--- config.mk ---
export PLATFORM = sky130hd
export DESIGN_NAME = dmem_bridge
export DESIGN_NICKNAME = d
export VERILOG_FILES = /design/src/rtl/dmem_bridge_pkg.sv /design/src/rtl/dmem_bridge_wbuf_fifo.sv /design/src/rtl/dmem_bridge.sv
export SDC_FILE = /design/constraint.sdc
export NUM_CORES = 1
export LEC_CHECK = 0
export BUFFER_PORTS_ARGS = -buffer_cell sky130_fd_sc_hd__buf_2
export CAP_MARGIN = 30
export CELL_PAD_IN_SITES_DETAIL_PLACEMENT = 2
export CELL_PAD_IN_SITES_GLOBAL_PLACEMENT = 2
export CORE_MARGIN = 4
export CORE_UTILIZATION = 45
export CTS_CLUSTER_SIZE = 40
export DETAILED_ROUTE_END_ITERATION = 10
export PLACE_DENSITY = 0.89
export SLEW_MARGIN = 30
export SYNTH_ARGS = -nofsm -noshare
export SYNTH_HDL_FRONTEND = slang
export SYNTH_SLANG_ARGS = --single-unit
--- constraint.sdc ---
create_clock -name clk -period 5.1 [get_ports clk]
set_input_delay 0.765 -clock clk [delete_from_list [all_inputs] [get_ports clk]]
set_output_delay 0.765 -clock clk [all_outputs]
set_load 0.1 [all_outputs]
--- src/rtl/dmem_bridge_pkg.sv ---
// Shared types and constants for the memory-stage data bridge.
package dmem_bridge_pkg;

  localparam int unsigned ADDR_W = 32;
  localparam int unsigned DATA_W = 32;

  localparam logic [DATA_W-1:0] TIMEOUT_RDATA = 32'hDEAD_BEEF;
  localparam logic [ADDR_W-1:0] WORD_MASK     = 32'hFFFF_FFFC;

  typedef enum logic [1:0] {
    ST_IDLE = 2'd0,
    ST_WR   = 2'd1,
    ST_RD   = 2'd2
  } state_t;

  typedef struct packed {
    logic [ADDR_W-1:0] addr;
    logic [DATA_W-1:0] data;
  } wb_entry_t;

  function automatic logic [ADDR_W-1:0] word_align(input logic [ADDR_W-1:0] a);
    return a & WORD_MASK;
  endfunction

endpackage

--- src/rtl/dmem_bridge_wbuf_fifo.sv ---
// Posted-store buffer: DEPTH entries of {addr,data}, push/pop on the same edge allowed.
module wbuf_fifo
  import dmem_bridge_pkg::*;
#(
  parameter int unsigned DEPTH = 4
) (
  input  logic      clk,
  input  logic      rst,
  input  logic      i_push,
  input  wb_entry_t i_wdata,
  input  logic      i_pop,
  output wb_entry_t o_head_c,
  output logic      o_full_c,
  output logic      o_empty_c
);

  localparam int unsigned AW = $clog2(DEPTH);

  logic [AW:0] r_wptr;
  logic [AW:0] r_rptr;
  wb_entry_t   r_mem [DEPTH];

  // Extra pointer MSB distinguishes full from empty when the indices match.
  assign o_empty_c = (r_wptr == r_rptr);
  assign o_full_c  = (r_wptr[AW] != r_rptr[AW]) && (r_wptr[AW-1:0] == r_rptr[AW-1:0]);
  assign o_head_c  = r_mem[r_rptr[AW-1:0]];

  always_ff @(posedge clk or negedge rst) begin
    if (!rst) begin
      r_wptr <= '0;
      r_rptr <= '0;
    end else begin
      if (i_push && !o_full_c) r_wptr <= r_wptr + (AW+1)'(1);
      if (i_pop && !o_empty_c) r_rptr <= r_rptr + (AW+1)'(1);
    end
  end

  always_ff @(posedge clk) begin
    if (i_push && !o_full_c) r_mem[r_wptr[AW-1:0]] <= i_wdata;
  end

endmodule

--- src/rtl/dmem_bridge.sv ---
// Bridges the core M-stage data port to a req/ack bus: posted stores, stalling loads, bus timeout.
module dmem_bridge
  import dmem_bridge_pkg::*;
#(
  parameter int unsigned WB_DEPTH = 4,
  parameter int unsigned TIMEOUT  = 255
) (
  input  logic              clk,
  input  logic              rst,
  input  logic              memreadM,
  input  logic              memwriteM,
  input  logic [ADDR_W-1:0] aluoutM,
  input  logic [DATA_W-1:0] writedataM,
  output logic [DATA_W-1:0] readdataM,
  output logic              stallM,
  output logic              bus_req,
  output logic              bus_we,
  output logic [ADDR_W-1:0] bus_addr,
  output logic [DATA_W-1:0] bus_wdata,
  input  logic              bus_ack,
  input  logic [DATA_W-1:0] bus_rdata,
  output logic              bus_err
);

  localparam int unsigned      CNT_W    = $clog2(TIMEOUT + 1);
  localparam logic [CNT_W-1:0] CNT_LAST = CNT_W'(TIMEOUT - 1);

  state_t            r_state, w_state_nxt;
  logic              r_bus_req, w_req_nxt;
  logic              r_bus_we, w_we_nxt;
  logic [ADDR_W-1:0] r_bus_addr, w_addr_nxt;
  logic [DATA_W-1:0] r_bus_wdata, w_wdata_nxt;
  logic [DATA_W-1:0] r_readdata, w_rdata_nxt;
  logic              r_rd_done, w_rd_done_nxt;
  logic              r_bus_err, w_err_nxt;
  logic [CNT_W-1:0]  r_cnt, w_cnt_nxt;

  logic      w_push, w_pop, w_full, w_empty, w_timeout;
  wb_entry_t w_head, w_push_entry;

  assign w_push       = memwriteM && !w_full;
  assign w_push_entry = '{addr: aluoutM, data: writedataM};
  // The wait that would take the counter to TIMEOUT is the abort cycle; an ack there still wins.
  assign w_timeout    = !bus_ack && (r_cnt == CNT_LAST);

  assign stallM    = (memwriteM && w_full) || (memreadM && !r_rd_done);
  assign readdataM = r_readdata;
  assign bus_req   = r_bus_req;
  assign bus_we    = r_bus_we;
  assign bus_addr  = r_bus_addr;
  assign bus_wdata = r_bus_wdata;
  assign bus_err   = r_bus_err;

  wbuf_fifo #(.DEPTH(WB_DEPTH)) u_wbuf (
    .clk       (clk),
    .rst       (rst),
    .i_push    (w_push),
    .i_wdata   (w_push_entry),
    .i_pop     (w_pop),
    .o_head_c  (w_head),
    .o_full_c  (w_full),
    .o_empty_c (w_empty)
  );

  always_ff @(posedge clk or negedge rst) begin
    if (!rst) begin
      r_state     <= ST_IDLE;
      r_bus_req   <= 1'b0;
      r_bus_we    <= 1'b0;
      r_bus_addr  <= '0;
      r_bus_wdata <= '0;
      r_readdata  <= '0;
      r_rd_done   <= 1'b0;
      r_bus_err   <= 1'b0;
      r_cnt       <= '0;
    end else begin
      r_state     <= w_state_nxt;
      r_bus_req   <= w_req_nxt;
      r_bus_we    <= w_we_nxt;
      r_bus_addr  <= w_addr_nxt;
      r_bus_wdata <= w_wdata_nxt;
      r_readdata  <= w_rdata_nxt;
      r_rd_done   <= w_rd_done_nxt;
      r_bus_err   <= w_err_nxt;
      r_cnt       <= w_cnt_nxt;
    end
  end

  // Writes drain before any read so loads always observe earlier stores.
  always_comb begin
    w_state_nxt   = r_state;
    w_req_nxt     = r_bus_req;
    w_we_nxt      = r_bus_we;
    w_addr_nxt    = r_bus_addr;
    w_wdata_nxt   = r_bus_wdata;
    w_rdata_nxt   = r_readdata;
    w_rd_done_nxt = 1'b0;
    w_err_nxt     = r_bus_err;
    w_pop         = 1'b0;
    w_cnt_nxt     = (r_bus_req && !bus_ack) ? r_cnt + CNT_W'(1) : r_cnt;

    case (r_state)
      ST_IDLE: begin
        if (!w_empty) begin
          w_state_nxt = ST_WR;
          w_req_nxt   = 1'b1;
          w_we_nxt    = 1'b1;
          w_addr_nxt  = word_align(w_head.addr);
          w_wdata_nxt = w_head.data;
          w_cnt_nxt   = '0;
        end else if (memreadM && !r_rd_done) begin
          w_state_nxt = ST_RD;
          w_req_nxt   = 1'b1;
          w_we_nxt    = 1'b0;
          w_addr_nxt  = word_align(aluoutM);
          w_cnt_nxt   = '0;
        end
      end
      ST_WR: begin
        if (bus_ack || w_timeout) begin
          w_pop       = 1'b1;
          w_req_nxt   = 1'b0;
          w_state_nxt = ST_IDLE;
          if (!bus_ack) w_err_nxt = 1'b1;
        end
      end
      ST_RD: begin
        if (bus_ack) begin
          w_rdata_nxt   = bus_rdata;
          w_rd_done_nxt = 1'b1;
          w_req_nxt     = 1'b0;
          w_state_nxt   = ST_IDLE;
        end else if (w_timeout) begin
          w_rdata_nxt   = TIMEOUT_RDATA;
          w_rd_done_nxt = 1'b1;
          w_err_nxt     = 1'b1;
          w_req_nxt     = 1'b0;
          w_state_nxt   = ST_IDLE;
        end
      end
      default: begin
        w_req_nxt   = 1'b0;
        w_state_nxt = ST_IDLE;
      end
    endcase
  end

endmodule
Word level (Yosys, flattened, before mapping)

Memories as Yosys holds them, arrays and structs flattened.
Cells that the tools add are included.
Widths: inputs -> output; s select.

Memories kept: 1
Logic and storage cells: 85
Bits in registers: 116
Memory bits (writable): 256
Output and inout port bits: 100

Memories:

| name         | depth | width | rd ports | clocked after Yosys merged registers in | wr ports | line                        | RTL |
|---|---|---|---|---|---|---|---|
| u_wbuf.r_mem | 4     | 64    | 1        | 0                                       | 1        | dmem_bridge_wbuf_fifo.sv:21 | `wb_entry_t r_mem [DEPTH];` |

Reductions and logical operators: 22
Mux-type cells: 34
Add/subtract/negate cells: 3
Bitwise operators: 1
Equal/unequal tests: 13

Operators with widths:

| operator            | number |
|---|---|
| $mux 32             | 4 |
| $mux 8              | 4 |
| $mux 1              | 18 |
| $mux 2              | 5 |
| $ne 2x2->1 const B  | 5 |
| $add 8x1->8 const B | 1 |
| $eq 8x8->1 const B  | 1 |
| $logic_and 1x1->1   | 8 |
| $add 3x1->3 const B | 2 |
| $ne 3x3->1 const B  | 2 |
| $pmux 2 s3          | 1 |
| $reduce_and 2->1    | 3 |
| $reduce_and 5->1    | 1 |
| $logic_not 1->1     | 4 |
| $reduce_bool 2->1   | 2 |
| $eq 3x3->1          | 1 |
| $pmux 1 s3          | 1 |
| $reduce_and 3->1    | 1 |
| $eq 2x1->1 const B  | 1 |
| $eq 2x2->1          | 1 |
| $eq 2x2->1 const B  | 1 |
| $logic_not 2->1     | 1 |
| $logic_or 1x1->1    | 2 |
| $pmux 1 s2          | 1 |
| other kinds (2)     | 2 |

Longest topological paths before layout

Gate-level depths: netlist of run 1.

Word-level depth: 7
Gate-level depth with buffers: 8
Depth with buffers taken out: 7

Modules after synthesis

From an unflattened synthesis of run 1, not the netlist that was laid out.

Cells, all modules: 770
Area, all modules: 14571.5 um^2

Modules (own cells, without submodules):

| module      | area each (um^2) | cells an instance | instances | sequential area each (um^2) |
|---|---|---|---|---|
| wbuf_fifo   | 9731.8           | 384               | 1         | 7837.5 |
| dmem_bridge | 4839.6           | 386               | 1         | 2702.6 |

Least setup slack after synthesis of run 1

Ideal clock, no wire load.

Path kind: input -> output
Start point: in memwriteM
End point: out stallM
Setup slack: 0.404 ns
Path buffers: 0
Stages: 2
Data required time: 4.335 ns
Arrival time: 3.931 ns
Path through: inv_1 > o41ai_1

Longest elaborated chain between the ends: 2

Ends and longest elaborated chain:

| element           | line              | RTL |
|---|---|---|
| start, declared   | dmem_bridge.sv:11 | `input logic memwriteM,` |
| $logic_and 1x1->1 | dmem_bridge.sv:46 | `assign stallM = (memwriteM && w_full) \|\| (memreadM && !r_rd_done);` |
| $logic_or 1x1->1  | dmem_bridge.sv:46 |  |
| end, declared     | dmem_bridge.sv:15 | `output logic stallM,` |

Every way passes these cells.

Worst setup path after layout of run 1

Start point: reg u_wbuf.r_rptr[0]
End point: out stallM

Longest elaborated chain between the ends: 4

Ends and longest elaborated chain:

| element                | line                        | RTL |
|---|---|---|
| start, declared        | dmem_bridge_wbuf_fifo.sv:20 | `logic [AW:0] r_rptr;` |
| start signal, assigned | dmem_bridge_wbuf_fifo.sv:34 | `if (i_pop && !o_empty_c) r_rptr <= r_rptr + (AW+1)'(1);` |
| $eq 2x2->1             | dmem_bridge_wbuf_fifo.sv:25 | `assign o_full_c = (r_wptr[AW] != r_rptr[AW]) && (r_wptr[AW-1:0] == r_rptr[AW-1:0]);` |
| $logic_and 1x1->1      | dmem_bridge_wbuf_fifo.sv:25 |  |
| $logic_and 1x1->1      | dmem_bridge.sv:46           |  |
| $logic_or 1x1->1       | dmem_bridge.sv:46           |  |

Every way passes these cells.

==> results.sh, run 1 <==
export IMPL_die_w_um=183
export IMPL_drcViolationCount=0
export IMPL_crit_required_ps=4340
export IMPL_syn_inst=699
export IMPL_grt_max_degree=69
export IMPL_startpoint_type="flop"
export IMPL_path_max_fanout=28
export IMPL_drive_above_1_share=0.365
export IMPL_reg2regPathDepth=4
export IMPL_min_period_over_period=0.656
export IMPL_hold_class="in2async"
export IMPL_worstSkewPairLatency_ps=520
export IMPL_track_usage=0.207
export IMPL_numCtsBuffers=39
export IMPL_end_kind="output port"
export IMPL_cts_max_level=2
export IMPL_synth_area_um2=13700
export IMPL_cp_arrival_ps=2580
export IMPL_clockBufferDepth=3
export IMPL_rsz0062_at_grt="no"
export IMPL_core_um2=29900
export IMPL_synth_edf_count=248
export IMPL_synth_top_cells_by_area="edfxtp_1 54%, dfrtp_1 21%, mux4_2 10%"
export IMPL_slew_viol_final=0
export IMPL_netlist_top_cell_by_area="edfxtp_1"
export IMPL_ys_flop_type="edfxtp_1"
export IMPL_fillers=2616
export IMPL_io_pin_count=201
export IMPL_synth_seq_cells=362
export IMPL_slew_headroom=0.416
export IMPL_fin_skew_ps=12.8
export IMPL_fmax_mhz=299
export IMPL_timing_rr_end="u_wbuf.r_mem[0][30]$_DFFE_PP_"
export IMPL_nets=1021
export IMPL_cts_sinks=362
export IMPL_reg2reg_slack_ps=2210
export IMPL_finalWirelength_mm=34.5
export IMPL_initial_utilization=0.459
export IMPL_min_period_ps=3340
export IMPL_num_vias=7277
export IMPL_grt_pass1_wl_mm=53.0
export IMPL_placed_cells=1262
export IMPL_antenna_found_initial=5
export IMPL_drtAntennaViolNets=0
export IMPL_die_height_um=183
export IMPL_ctsHoldBuffers=0
export IMPL_synthToLayoutAreaGrowth_pct=20.3
export IMPL_max_slew_worst_pin_slew_ps=874
export IMPL_finalSetupTns_ps=0
export IMPL_placementRows=63
export IMPL_rr_startpoint="u_wbuf.r_rptr[0]$_DFFE_PN0P_"
export IMPL_viasPerCell=5.46
export IMPL_ys_warn_count=0
export IMPL_gp_congestion=0.793
export IMPL_yosysTopAreaCellShare=0.543
export IMPL_wl_per_cell_um=25.9
export IMPL_grt_pass1_vias=8436
export IMPL_hold_violations=0
export IMPL_drt_iter0_drc=295
export IMPL_fin_cells=1334
export IMPL_grt_ovfl_total=0
export IMPL_cts_resized=0
export IMPL_dieArea_um2=33300
export IMPL_outcome="finished clean"
export IMPL_clk_pin_slew_ps=60
export IMPL_seq_area_frac_synth=0.751
export IMPL_root_buffer="clkbuf_16"
export IMPL_synth_cell_types=41
export IMPL_syn_area_per_cell_um2=19.6
export IMPL_portBuffers=196
export IMPL_async_flop_share=0.315
export IMPL_crit_type="reg2out"
export IMPL_cts_tree="done"
export IMPL_dpl_hpwl_mm=22.2
export IMPL_cts_setup_buffers=0
export IMPL_maxCapViolCount=0
export IMPL_firstDrtPassIters=4
export IMPL_finalSetupViolCount=0
[layout by cell type, fill, tap and decap left out, types with 3 or more instances in the layout]
cell type  netlist  routed
buf_2           11     195
mux4_2          62      62
buf_4            9       6
dfrtp_1        114     112
mux2_1          29      29
clkbuf_1        15       9
xnor2_1          6       6
nor2_1          14      14
bufinv_16        0       3
ha_1             7       7
clkbuf_16        0      40
edfxtp_1       248     248
clkbuf_8         0       8
nor2b_1          3       3
a22o_1           8       8
buf_16           0       4
mux2i_1         30      30
xor2_1           7       7
nand4_1          3       3
nand2_1         35      35
clkinv_2         0       7
and2_4           0       4
o21ai_0         32      32
o22a_1          24      24
inv_1            7       7
mux2_2           4       4
[worst max-delay path by stage]
stage | depth (start not counted) | slack (ps) | end | start
after floorplan | 2 | 400 | stallM | memwriteM
after global routing | 3 | 1630 | stallM | u_wbuf.r_rptr[0]$_DFFE_PN0P_
final | 3 | 1760 | stallM | u_wbuf.r_rptr[0]$_DFFE_PN0P_
after CTS | 3 | 1670 | stallM | u_wbuf.r_rptr[0]$_DFFE_PN0P_
after global placement | 3 | 2080 | stallM | u_wbuf.r_rptr[0]$_DFFE_PN0P_
after detailed placement | 4 | 2120 | u_wbuf.r_mem[2][1]$_DFFE_PP_ | u_wbuf.r_rptr[0]$_DFFE_PN0P_
[cells in the mapped netlist, types with 2 or more instances]
master / instances
mux2_2: 4
mux2_1: 29
nand3b_1: 2
clkbuf_1: 15
nor2_1: 14
xnor2_1: 6
nor3_4: 2
xor2_2: 2
mux2i_1: 30
nand2b_1: 2
edfxtp_1: 248
xor2_1: 7
buf_4: 9
and2_1: 5
nand2_1: 35
a211oi_1: 2
nor2b_1: 3
buf_2: 11
a22o_1: 8
nand4_1: 3
o41ai_1: 2
inv_1: 7
o21ai_0: 32
o22a_1: 24
dfrtp_1: 114
mux4_2: 62
ha_1: 7
[state kept, by name (all words and copies together) (netlist names)]
name / flops
bus_we: 1
r_cnt: 8
u_wbuf.r_wptr: 3
readdataM: 32
r_rd_done: 1
bus_err: 1
bus_req: 1
r_state: 2
bus_wdata: 32
bus_addr: 30
u_wbuf.r_rptr: 3
u_wbuf.r_mem: 248
[worst max-delay path, stage by stage (launching register included)]
cell	delay, ps
dfrtp_4	860
xor2_2	300
o41ai_1	410
buf_2	500
[stage by stage]
stage | utilization | area (um^2) | setup slack [ps] | hold slack [ps]
final | 0.552 | 16500 | 1760 | 285
after floorplan | - | 13700 | 404 | 469
after global placement | 0.505 | 15100 | 2080 | 442
after CTS | 0.552 | 16500 | 1670 | 315
after global routing | 0.552 | 16500 | 1630 | 330
after detailed placement | 0.509 | 15200 | 2120 | 469
[area by class of cell]
type                       count  area (um^2)  area share
clock buffer                  57         1140      0.0694
clock inverter                13          141     0.00857
antenna                        2         5.00    0.000303
timing repair buffer         207         1160      0.0705
tap                          390          488      0.0296
sequential                   362        10300       0.625
multi-input combinational    295         3220       0.195
inverter                       8         30.0     0.00182
[per-layer routing]
metal,wire [um],track usage
met1,13400,0.257
met5,34,0
met4,488,0.0453
met2,18400,0.375
met3,2100,0.0450
[kinds of logic after synthesis]
group,Yosys count,share of synthesized area
fa+ha+maj,8,0.00712
compound gates,74,0.0394
other cells,1,0.000273
mux,125,0.151
buf+inv,43,0.0152
flops,362,0.751
simple gates,71,0.0255
xor+xnor,15,0.0107
Power of run 1 is left out: the tool's default activity adds up to more than one toggle a clock period on the data nets, which glitch-free logic cannot reach.
==> inputs of run 2 (changes only) <==
--- a/config.mk
+++ b/config.mk
@@ -10,10 +10,10 @@
 export CELL_PAD_IN_SITES_DETAIL_PLACEMENT = 2
 export CELL_PAD_IN_SITES_GLOBAL_PLACEMENT = 2
 export CORE_MARGIN = 4
-export CORE_UTILIZATION = 45
+export CORE_UTILIZATION = 43
 export CTS_CLUSTER_SIZE = 40
 export DETAILED_ROUTE_END_ITERATION = 10
-export PLACE_DENSITY = 0.89
+export PLACE_DENSITY = 0.86
 export SLEW_MARGIN = 30
 export SYNTH_ARGS = -nofsm -noshare
 export SYNTH_HDL_FRONTEND = slang
==> constraint.sdc (replaced) <==
create_clock -name clk -period 3.2 [get_ports clk]
set_input_delay 0.48 -clock clk [delete_from_list [all_inputs] [get_ports clk]]
set_output_delay 0.48 -clock clk [all_outputs]
set_load 0.1 [all_outputs]
==> results.sh, run 2 (synthesized netlist as in run 1, its figures left out) <==
export IMPL_synthToLayoutAreaGrowth_pct=20.6
export IMPL_antennaDiodeCount=0
export IMPL_worstSkewPairLatency_ps=520
export IMPL_hold_class="in2async"
export IMPL_die_height_um=187
export IMPL_initial_utilization=0.436
export IMPL_portBuffers=196
export IMPL_cp_arrival_ps=2200
export IMPL_ctsHoldBuffers=0
export IMPL_numCtsBuffers=40
export IMPL_fmax_mhz=373
export IMPL_cts_max_level=2
export IMPL_gp_congestion=0.744
export IMPL_cts_tree="done"
export IMPL_firstDrtPassIters=4
export IMPL_cts_sinks=362
export IMPL_slew_viol_final=0
export IMPL_final_util=0.526
export IMPL_largest_reg_flops=248
export IMPL_die_w_um=187
export IMPL_finalWirelength_mm=34.0
export IMPL_grt_max_degree=95
export IMPL_outcome="finished clean"
export IMPL_root_buffer="clkbuf_16"
export IMPL_track_usage=0.195
export IMPL_placementRows=65
export IMPL_regArea_um2=10300
export IMPL_drcViolationCount=0
export IMPL_slew_headroom=0.445
export IMPL_hold_violations=0
export IMPL_max_slew_worst_pin_slew_ps=833
export IMPL_drt_iter0_drc=461
export IMPL_num_vias=7379
export IMPL_antenna_found_initial=4
export IMPL_grt_ovfl_total=0
export IMPL_fin_skew_ps=12.8
export IMPL_path_max_fanout=5
export IMPL_viasPerCell=5.45
export IMPL_wl_per_cell_um=25.1
export IMPL_final_common_cell="edfxtp_1"
export IMPL_fillers=2794
export IMPL_dpl_hpwl_mm=21.4
export IMPL_finalSetupViolCount=0
export IMPL_rsz0062_at_grt="no"
export IMPL_startpoint_type="flop"
export IMPL_dieArea_um2=34800
export IMPL_grt_pass1_vias=8485
export IMPL_crit_required_ps=2720
export IMPL_cts_resized=0
export IMPL_drtAntennaViolNets=0
export IMPL_min_period_over_period=0.838
export IMPL_multi_input_area_um2=3230
export IMPL_io_pin_count=201
export IMPL_clockBufferDepth=3
export IMPL_maxCapViolCount=0
export IMPL_core_um2=31500
export IMPL_cts_setup_buffers=0
export IMPL_grt_pass1_wl_mm=53.0
export IMPL_min_period_ps=2680
export IMPL_crit_type="reg2out"
export IMPL_finalSetupTns_ps=0
export IMPL_nets=1030
export IMPL_drive_above_1_share=0.370
export IMPL_mostFrequentLayoutCells="248 x edfxtp_1, 195 x buf_2, 112 x dfrtp_1"
export IMPL_clk_pin_slew_ps=60
export IMPL_end_kind="output port"
[run 2: changes by cell type in the layout (fill, tap and decap cells not counted), sizes merged]
cell / delta
clkinv: -2
inv: -1
bufinv: -3
buf: +8
diode: -2
clkbuf: +8
[run 2: final cells by class]
class                   count  share of cell area
clock buffers              65              0.0748
clock inverters             7             0.00227
inverters                   8             0.00182
multi-input cells         295               0.195
flip-flops and latches    362               0.623
well taps                 402              0.0304
repair buffers            215              0.0725
[run 2: per-layer routing]
layer / wire (um) / up-vias / share of wire / global-route usage
met3: 1630 / 63 / 0.048 / 0.0415
met5: 36 / - / 0.0011 / 0
met2: 18000 / 204 / 0.53 / 0.356
met1: 13500 / 3913 / 0.40 / 0.239
met4: 848 / 6 / 0.025 / 0.0492
li1: - / 3193 / - / -
[run 2: path summary, 6_finish.rpt]
path                                               from                            end  slack [ps]  cells after the start
min reg2reg                     bus_addr[7]$_DFFE_PN0P_        bus_addr[7]$_DFFE_PN0P_         470                      2
max in group asynchronous                           rst      readdataM[24]$_DFFE_PN0P_        2460                      2
min                                                 rst             r_cnt[4]$_DFF_PN0_           9                      1
max                        u_wbuf.r_rptr[0]$_DFFE_PN0P_                         stallM         520                      3
max reg2reg                u_wbuf.r_rptr[0]$_DFFE_PN0P_  u_wbuf.r_mem[1][48]$_DFFE_PP_         710                      4
min in group clk                           bus_rdata[1]       readdataM[1]$_DFFE_PN0P_         180                      2
[run 2: worst max-delay path, stage by stage, from the launching register on]
cell,delay [ps]
dfrtp_4,500
xor2_2,250
o41ai_2,420
buf_2,510
[run 2: per-stage QoR]
step | hold WS [ps] | instances | setup slack (ps) | cell area, um^2
final | 9.46 | 1354 | 520 | 16500
after detailed placement | 457 | 1282 | 723 | 15300
after global routing | 65.7 | 1354 | 475 | 16500
after floorplan | 184 | 700 | 75.0 | 13700
after global placement | 441 | 1282 | 831 | 15300
after CTS | 50.2 | 1354 | 472 | 16500
Power of run 2 is left out for the same reason.
